`src/rtl/multicycle_control.sv`:
```
// Multi-cycle main control FSM for the RV64 subset datapath (R-type, ld, sd, beq).
// Define CTRL_ITYPE_EN to decode opcode 0010011 through EXEC_I; otherwise it traps as illegal.
module multicycle_control #(
  parameter int OPCODE_W = 7,
  parameter int ALUOP_W  = 2,
  parameter int TIMEOUT  = 15,
  parameter int CNT_W    = 32
) (
  input  logic                clk,
  input  logic                reset,
  input  logic [OPCODE_W-1:0] opcode,
  input  logic                zero,
  input  logic                mem_ready,
  output logic                pc_write,
  output logic                pc_write_cond,
  output logic                pc_source,
  output logic                iord,
  output logic                mem_read,
  output logic                mem_write,
  output logic                ir_write,
  output logic                mem_to_reg,
  output logic                reg_write,
  output logic                alu_src_a,
  output logic [1:0]          alu_src_b,
  output logic [ALUOP_W-1:0]  aluop,
  output logic                illegal_op,
  output logic                bus_error,
  output logic                instr_done,
  output logic [CNT_W-1:0]    instr_count
);

  localparam int WAIT_W = $clog2(TIMEOUT + 1);

  localparam logic [OPCODE_W-1:0] OP_R    = OPCODE_W'(7'b0110011);
  localparam logic [OPCODE_W-1:0] OP_LD   = OPCODE_W'(7'b0000011);
  localparam logic [OPCODE_W-1:0] OP_SD   = OPCODE_W'(7'b0100011);
  localparam logic [OPCODE_W-1:0] OP_BEQ  = OPCODE_W'(7'b1100011);
`ifdef CTRL_ITYPE_EN
  localparam logic [OPCODE_W-1:0] OP_ITYPE = OPCODE_W'(7'b0010011);
`endif

  localparam logic [ALUOP_W-1:0] ALU_ADD   = ALUOP_W'(0);
  localparam logic [ALUOP_W-1:0] ALU_SUB   = ALUOP_W'(1);
  localparam logic [ALUOP_W-1:0] ALU_FUNCT = ALUOP_W'(2);

  typedef enum logic [3:0] {
    S_FETCH, S_DECODE, S_EXEC_R, S_EXEC_I, S_ALU_WB, S_MEM_ADDR,
    S_MEM_RD, S_MEM_WB, S_MEM_WR, S_BRANCH, S_TRAP
  } state_t;

  state_t              state, next_state;
  logic [WAIT_W-1:0]   wait_cnt;
  logic                in_wait;
  logic                timeout;
  logic                set_illegal;

  assign in_wait = (state == S_FETCH) || (state == S_MEM_RD) || (state == S_MEM_WR);
  // A ready handshake on the deadline cycle still completes the access.
  assign timeout = in_wait && !mem_ready && (wait_cnt == WAIT_W'(TIMEOUT));

  // NOTE: every output gets a default before the case so no path leaves a latch behind.
  always_comb begin
    next_state    = state;
    set_illegal   = 1'b0;
    pc_write      = 1'b0;
    pc_write_cond = 1'b0;
    pc_source     = 1'b0;
    iord          = 1'b0;
    mem_read      = 1'b0;
    mem_write     = 1'b0;
    ir_write      = 1'b0;
    mem_to_reg    = 1'b0;
    reg_write     = 1'b0;
    alu_src_a     = 1'b0;
    alu_src_b     = 2'b00;
    aluop         = ALU_ADD;
    instr_done    = 1'b0;

    case (state)
      S_FETCH: begin
        mem_read  = 1'b1;
        alu_src_b = 2'b01;
        if (mem_ready) begin
          ir_write   = 1'b1;
          pc_write   = 1'b1;
          next_state = S_DECODE;
        end else if (timeout) begin
          next_state = S_TRAP;
        end
      end
      S_DECODE: begin
        alu_src_b = 2'b10;
        if (opcode == OP_R)                           next_state = S_EXEC_R;
        else if (opcode == OP_LD || opcode == OP_SD)  next_state = S_MEM_ADDR;
        else if (opcode == OP_BEQ)                    next_state = S_BRANCH;
`ifdef CTRL_ITYPE_EN
        else if (opcode == OP_ITYPE)                  next_state = S_EXEC_I;
`endif
        else begin
          next_state  = S_TRAP;
          set_illegal = 1'b1;
        end
      end
      S_EXEC_R: begin
        alu_src_a  = 1'b1;
        aluop      = ALU_FUNCT;
        next_state = S_ALU_WB;
      end
      S_EXEC_I: begin
        alu_src_a  = 1'b1;
        alu_src_b  = 2'b10;
        aluop      = ALU_FUNCT;
        next_state = S_ALU_WB;
      end
      S_ALU_WB: begin
        reg_write  = 1'b1;
        instr_done = 1'b1;
        next_state = S_FETCH;
      end
      S_MEM_ADDR: begin
        alu_src_a  = 1'b1;
        alu_src_b  = 2'b10;
        next_state = (opcode == OP_LD) ? S_MEM_RD : S_MEM_WR;
      end
      S_MEM_RD: begin
        mem_read = 1'b1;
        iord     = 1'b1;
        if (mem_ready)    next_state = S_MEM_WB;
        else if (timeout) next_state = S_TRAP;
      end
      S_MEM_WB: begin
        reg_write  = 1'b1;
        mem_to_reg = 1'b1;
        instr_done = 1'b1;
        next_state = S_FETCH;
      end
      S_MEM_WR: begin
        mem_write = 1'b1;
        iord      = 1'b1;
        if (mem_ready) begin
          instr_done = 1'b1;
          next_state = S_FETCH;
        end else if (timeout) begin
          next_state = S_TRAP;
        end
      end
      S_BRANCH: begin
        alu_src_a     = 1'b1;
        aluop         = ALU_SUB;
        pc_write_cond = 1'b1;
        pc_source     = 1'b1;
        instr_done    = 1'b1;
        next_state    = S_FETCH;
      end
      default: next_state = S_TRAP;
    endcase
  end

  // NOTE: state registers use non-blocking assignment so every flop samples pre-edge values.
  always_ff @(posedge clk) begin
    if (reset) begin
      state       <= S_FETCH;
      wait_cnt    <= '0;
      illegal_op  <= 1'b0;
      bus_error   <= 1'b0;
      instr_count <= '0;
    end else begin
      state <= next_state;
      if (!in_wait || mem_ready || next_state != state) wait_cnt <= '0;
      else                                               wait_cnt <= wait_cnt + 1'b1;
      if (set_illegal) illegal_op <= 1'b1;
      if (timeout)     bus_error  <= 1'b1;
      if (instr_done)  instr_count <= instr_count + 1'b1;
    end
  end

  // zero is consumed by the external PC-write AND-OR gate, not by the sequencer.
  logic unused_zero;
  assign unused_zero = zero;

endmodule

```
`config.mk`:
```
export PLATFORM = sky130hd
export DESIGN_NAME = multicycle_control
export DESIGN_NICKNAME = d
export VERILOG_FILES = /design/src/rtl/multicycle_control.sv
export SDC_FILE = /design/constraint.sdc
export NUM_CORES = 1
export LEC_CHECK = 0
export CORE_MARGIN = 1.5
export CORE_UTILIZATION = 50
export CTS_BUF_LIST = sky130_fd_sc_hd__clkbuf_4 sky130_fd_sc_hd__clkbuf_8
export CTS_CLUSTER_DIAMETER = 200
export DETAILED_ROUTE_END_ITERATION = 16
export PLACE_DENSITY = 0.82
export SYNTH_ARGS = -nofsm -noshare
export SYNTH_HDL_FRONTEND = slang
export SYNTH_SLANG_ARGS = --single-unit
```
`constraint.sdc`:
```
create_clock -name clk -period 3.1 [get_ports clk]
set_clock_uncertainty 0.15 [all_clocks]
set_input_delay 0.31 -clock clk [delete_from_list [all_inputs] [get_ports clk]]
set_output_delay 0.31 -clock clk [all_outputs]
set_load 0.03 [all_outputs]
```
-- Yosys cells after proc, flatten, opt, wreduce, memory -nomap -nowiden
Index checks and enable logic that the tools add are counted.
- input port bits: 11
- output and inout port bits: 49
- bits in registers: 42
- logic and storage cells: 65
- equal/unequal tests: 15
- add/sub/neg operators: 2
- multiplexer cells: 25
- reduce and logical (&&, ||, !) cells: 18
- operators by type and width (kind ; number):
    adder 32 x 1 -> 32 bit, second input constant ; 1
    two-way mux 4 bit ; 7
    one-hot mux 4 bit (7 select lines) ; 1
    == test 4 x 3 -> 1 bit, second input constant ; 4
    == test 7 x 6 -> 1 bit, second input constant ; 2
    two-way mux 1 bit ; 13
    == test 4 bit, second input constant ; 3
    OR reduction 2 bit ; 5
    == test 4 x 2 -> 1 bit, second input constant ; 2
    one-hot mux 2 bit (2 select lines) ; 2
    == test 7 x 2 -> 1 bit, second input constant ; 1
    == test 7 bit, second input constant ; 1
    OR reduction 3 bit ; 2
    logical OR 1 bit ; 5
    adder 4 x 1 -> 4 bit, second input constant ; 1
    == test 4 x 1 -> 1 bit, second input constant ; 1
    zero test 4 bit ; 1
    inequality test 4 bit ; 1
    OR reduction 4 bit ; 1
    logical AND 1 bit ; 2
    zero test 1 bit ; 2
    two-way mux 2 bit ; 1
    one-hot mux 1 bit (2 select lines) ; 1

-- Longest topological paths before layout
- word-level depth: 11
- gate-level depth with buffers: 8

-- Least setup slack after synthesis
No wires, ideal clock.
- kind: flip-flop to output port
- from: reg state[1]
- to: out pc_write
- data arrival time: 2285 ps
- setup slack: 355 ps
- stages on the path, launching flop included: 6
- required time: 2640 ps
- path buffers: 3
- path through: dfxtp_1 > buf_2 > clkbuf_1 > nor4_1 > and2_1 > buf_4
- cells in the longest elaborated chain, start to end: 2
- RTL lines (element ; RTL line ; text):
    start, declared ; 51 ; state_t state, next_state;
    start signal, assigned ; 168 ; state <= next_state;
    zero test 4 bit ; - ;
    two-way mux 1 bit ; - ;
    end, declared ; 14 ; output logic pc_write,
No other way between the ends.

-- Worst setup path after layout
- from: reg state[2]
- to: out instr_done
- cells in the longest elaborated chain, start to end: 3
- elaborated cells between the ends (all ways): 6
- those cells by class: eq/ne: 4; mux: 1; reduce/logical: 1
- RTL lines (element ; RTL line ; text):
    == test 4 bit or == test 4 x 3 -> 1 bit (tied branches) ; 79 ; case (state)
    OR reduction 3 bit (no line) ; - ;
    one-hot mux 1 bit (2 select lines) (*) ; 79 ;
    end, declared ; 28 ; output logic instr_done,
Every way passes the cells marked *; elsewhere a longest branch is shown, timed or not.

==> flow_summary.yaml <==
logic_synthesis:
  synth_largest_area_cell: "dfxtp_1"
  synth_area_sq_um: 2290
  synthTopCellsByCount: "42 x dfxtp_1, 33 x nor2_1, 21 x a21oi_1"
  async_flop_share_pct: 0
  synth_enable_flop_cells: 0
  seq_area_frac_synth_pct: 36.7
  ys_ff_latch: 42
  ys.warnings.count: 0
  avgSynthCellArea_sq_um: 8.10
  synth_nets: 296
  yosysUniqueCellTypes: 52
  synthFlopType: "dfxtp_1"
  yosysMostFrequentCell: "dfxtp_1"
  synth_top_area_share_pct: 36.7
  synth.area.top_cells: "dfxtp_1 37%, nor2_1 5.4%, a21oi_1 4.6%, xnor2_1 4.2%, xor2_1 3.4%"
  synth_cells: 283
timing:
  layout_min_cycle_time_ns: 2.88
  setup_violations: 0
  fmax_mhz: 347
  rsz0062_at_grt: "false"
  fin_crit_sh_pct: 92.9
  timing.slew.headroom_pct: 37.5
  hold_viol_final: 0
  worstMarginPinSlew_ns: 0.931
  fin_tns_setup_ns: 0
  finalMaxSlewViolations: 0
global_routing:
  grt_overflow: 0
  grt_max_degree: 40
  antenna_found_initial: 0
  track_usage_pct: 22.2
  grt_pass1_vias: 1980
  grt_pass1_wl_microns: 9110
placement:
  hpwl_microns: 3800
  placed_cell_area_sq_um: 2890
  port_buffers: 58
  gp_congestion: 0.963
cells_and_area:
  n_antenna_cell: 0
  nNetsFinal: 347
  fill_cells: 382
  final_util_pct: 67.7
  syn_to_final_growth_pct: 29.5
  layout-drive-gt1-share_pct: 5.69
  finalInstanceArea_sq_um: 2970
routing:
  top_layer_used: "met4"
  wire_per_inst_microns: 13.8
  vias: 2256
  drt_iter0_drc: 158
  wl_met3_microns: 249
  antenna_left: 0
  viasPerCell: 5.84
  drt-total-wl_microns: 5340
  m1WireLength_microns: 2480
  dr_wl_met2_microns: 2560
  dr.pass1.iters: 4
  drc_errors: 0
floorplanning:
  initial_utilization_pct: 52.3
  die_x_microns: 70.7
  rows: 24
  die_h_microns: 70.7
  ios: 60
  core_sq_um: 4380
  die-area_sq_um: 5000
clock_network:
  clk_latency_ns: 0.29
  cts.clk_slew.worst_paths_ns: 0.07
  cts_max_level: 2
  cts_tree: "yes"
  cts_resized: 0
  cts_sinks: 42
  post_cts_buffers: 0
  cts_made_buffers: 5
  cts.path.max_buffers: 2
  root_buffer: "clkbuf_8"
  postCtsHoldBufs: 0
pwr:
  ir_worst_vdd_mv: 0.284
  p_per_area_nw_per_um2: 438
  power_leakage_uw: 0.000957
worst_setup_path:
  cp_top_family: "simple AND/OR/NAND/NOR gates"
  crit_required_ns: 2.64
  crit_buf_inv: 1
  cp_cell_sequence: "nand2b_2 > or3_1 > nand2_1 > clkdlybuf4s50_1"
  worst_ep_arrival_time_ns: 2.42
  worstSetupEndpointType: "output pin"
  worst-setup-path-type: "register to output pin"
  crit_slowest_cell: "clkdlybuf4s50_1"
  cp-start-kind: "register"
  cpPeakStageDelay_ns: 0.69
  crit_path_max_fanout: 16
flow_run:
  maxCapViolCount: 0
status:
  status: "finished, final reports clean"
hold_path:
  hold_class: "register to register"
## cell type report
cell class	count	area [sq um]	area share, %
inverter	8	30.0	1.01
sequential	42	841	28.3
clock buffer	7	83.8	2.82
tap	52	65.1	2.19
multi-input combinational	213	1320	44.6
timing repair buffer	64	626	21.1
## logic make-up after synthesis
logic type               share of synthesized area [%]
multiplexers                                     0.927
XOR/XNOR                                          7.64
flip-flops                                        36.7
adder cells (fa/ha/maj)                           1.09
AND/OR/NAND/NOR                                   29.3
buffers and inverters                             5.62
AO/OA/AOI/OAI                                     18.8
## worst reg2reg max path, stage by stage, from the launching register on
cell	delay [ns]
dfxtp_1	0.50
buf_4	0.21
and2b_1	0.21
nand3_1	0.10
inv_1	0.17
o21ai_1	0.78
o21ai_0	0.23
a21oi_1	0.16
## registers in the layout, summed over array words and instances (netlist names)
name	flops
illegal_op	1
instr_count	32
state	4
bus_error	1
wait_cnt	4
## stage by stage
stage	instances	power [uW]	setup slack, ns	hold slack, ns
5_1_grt	386	1360	0.0749	0.346
3_5_place_dp	379	964	0.287	0.288
3_3_place_gp	379	961	0.311	0.278
4_1_cts	386	1310	0.227	0.306
2_1_floorplan	283	835	0.355	0.268
6_report	386	1300	0.221	0.305
## where the power goes
group / total (uW) / internal, uW / switching, uW / leakage (uW)
Combinational: 364 / 153 / 212 / 0.000572
Clock: 346 / 173 / 174 / 0.0000452
Sequential: 589 / 557 / 32.0 / 0.000339
Total: 1300 / 882 / 417 / 0.000957
## worst paths after layout
kind | startpoint | endpoint | slack (ns) | depth (start not counted)
setup / recovery | state[2] | instr_done | 0.22 | 4
hold / removal | wait_cnt[0] | wait_cnt[0] | 0.30 | 1
setup reg to reg | state[3] | instr_count[25] | 0.53 | 7
hold reg to reg | wait_cnt[0] | wait_cnt[0] | 0.30 | 1
## per-layer routing
layer	global-route usage, %	up-vias
li1	-	1131
met1	30.6	1073
met2	35.0	48
met3	5.13	4
met4	6.71	0
met5	0	-
## layout by cell type, fill, tap and decap left out, drive strengths merged, types with 2 or more instances in the layout
cell	instances
clkbuf	7
and4	4
o211ai	4
xor2	9
nand2	16
nand2b	3
and3	4
o2111ai	4
o21ai	15
nand3	7
nand4	10
or4	8
buf	6
nor4bb	2
nor2	34
inv	8
xnor2	11
or3	10
nor3	4
ha	2
dfxtp	42
a2111oi	3
and2	4
a31oi	2
a211oi	4
nor4	2
or2	2
clkdlybuf4s50	58
a21oi	21
nor2b	5
o31ai	9
Note: power is estimated with default switching activity, not from simulation.
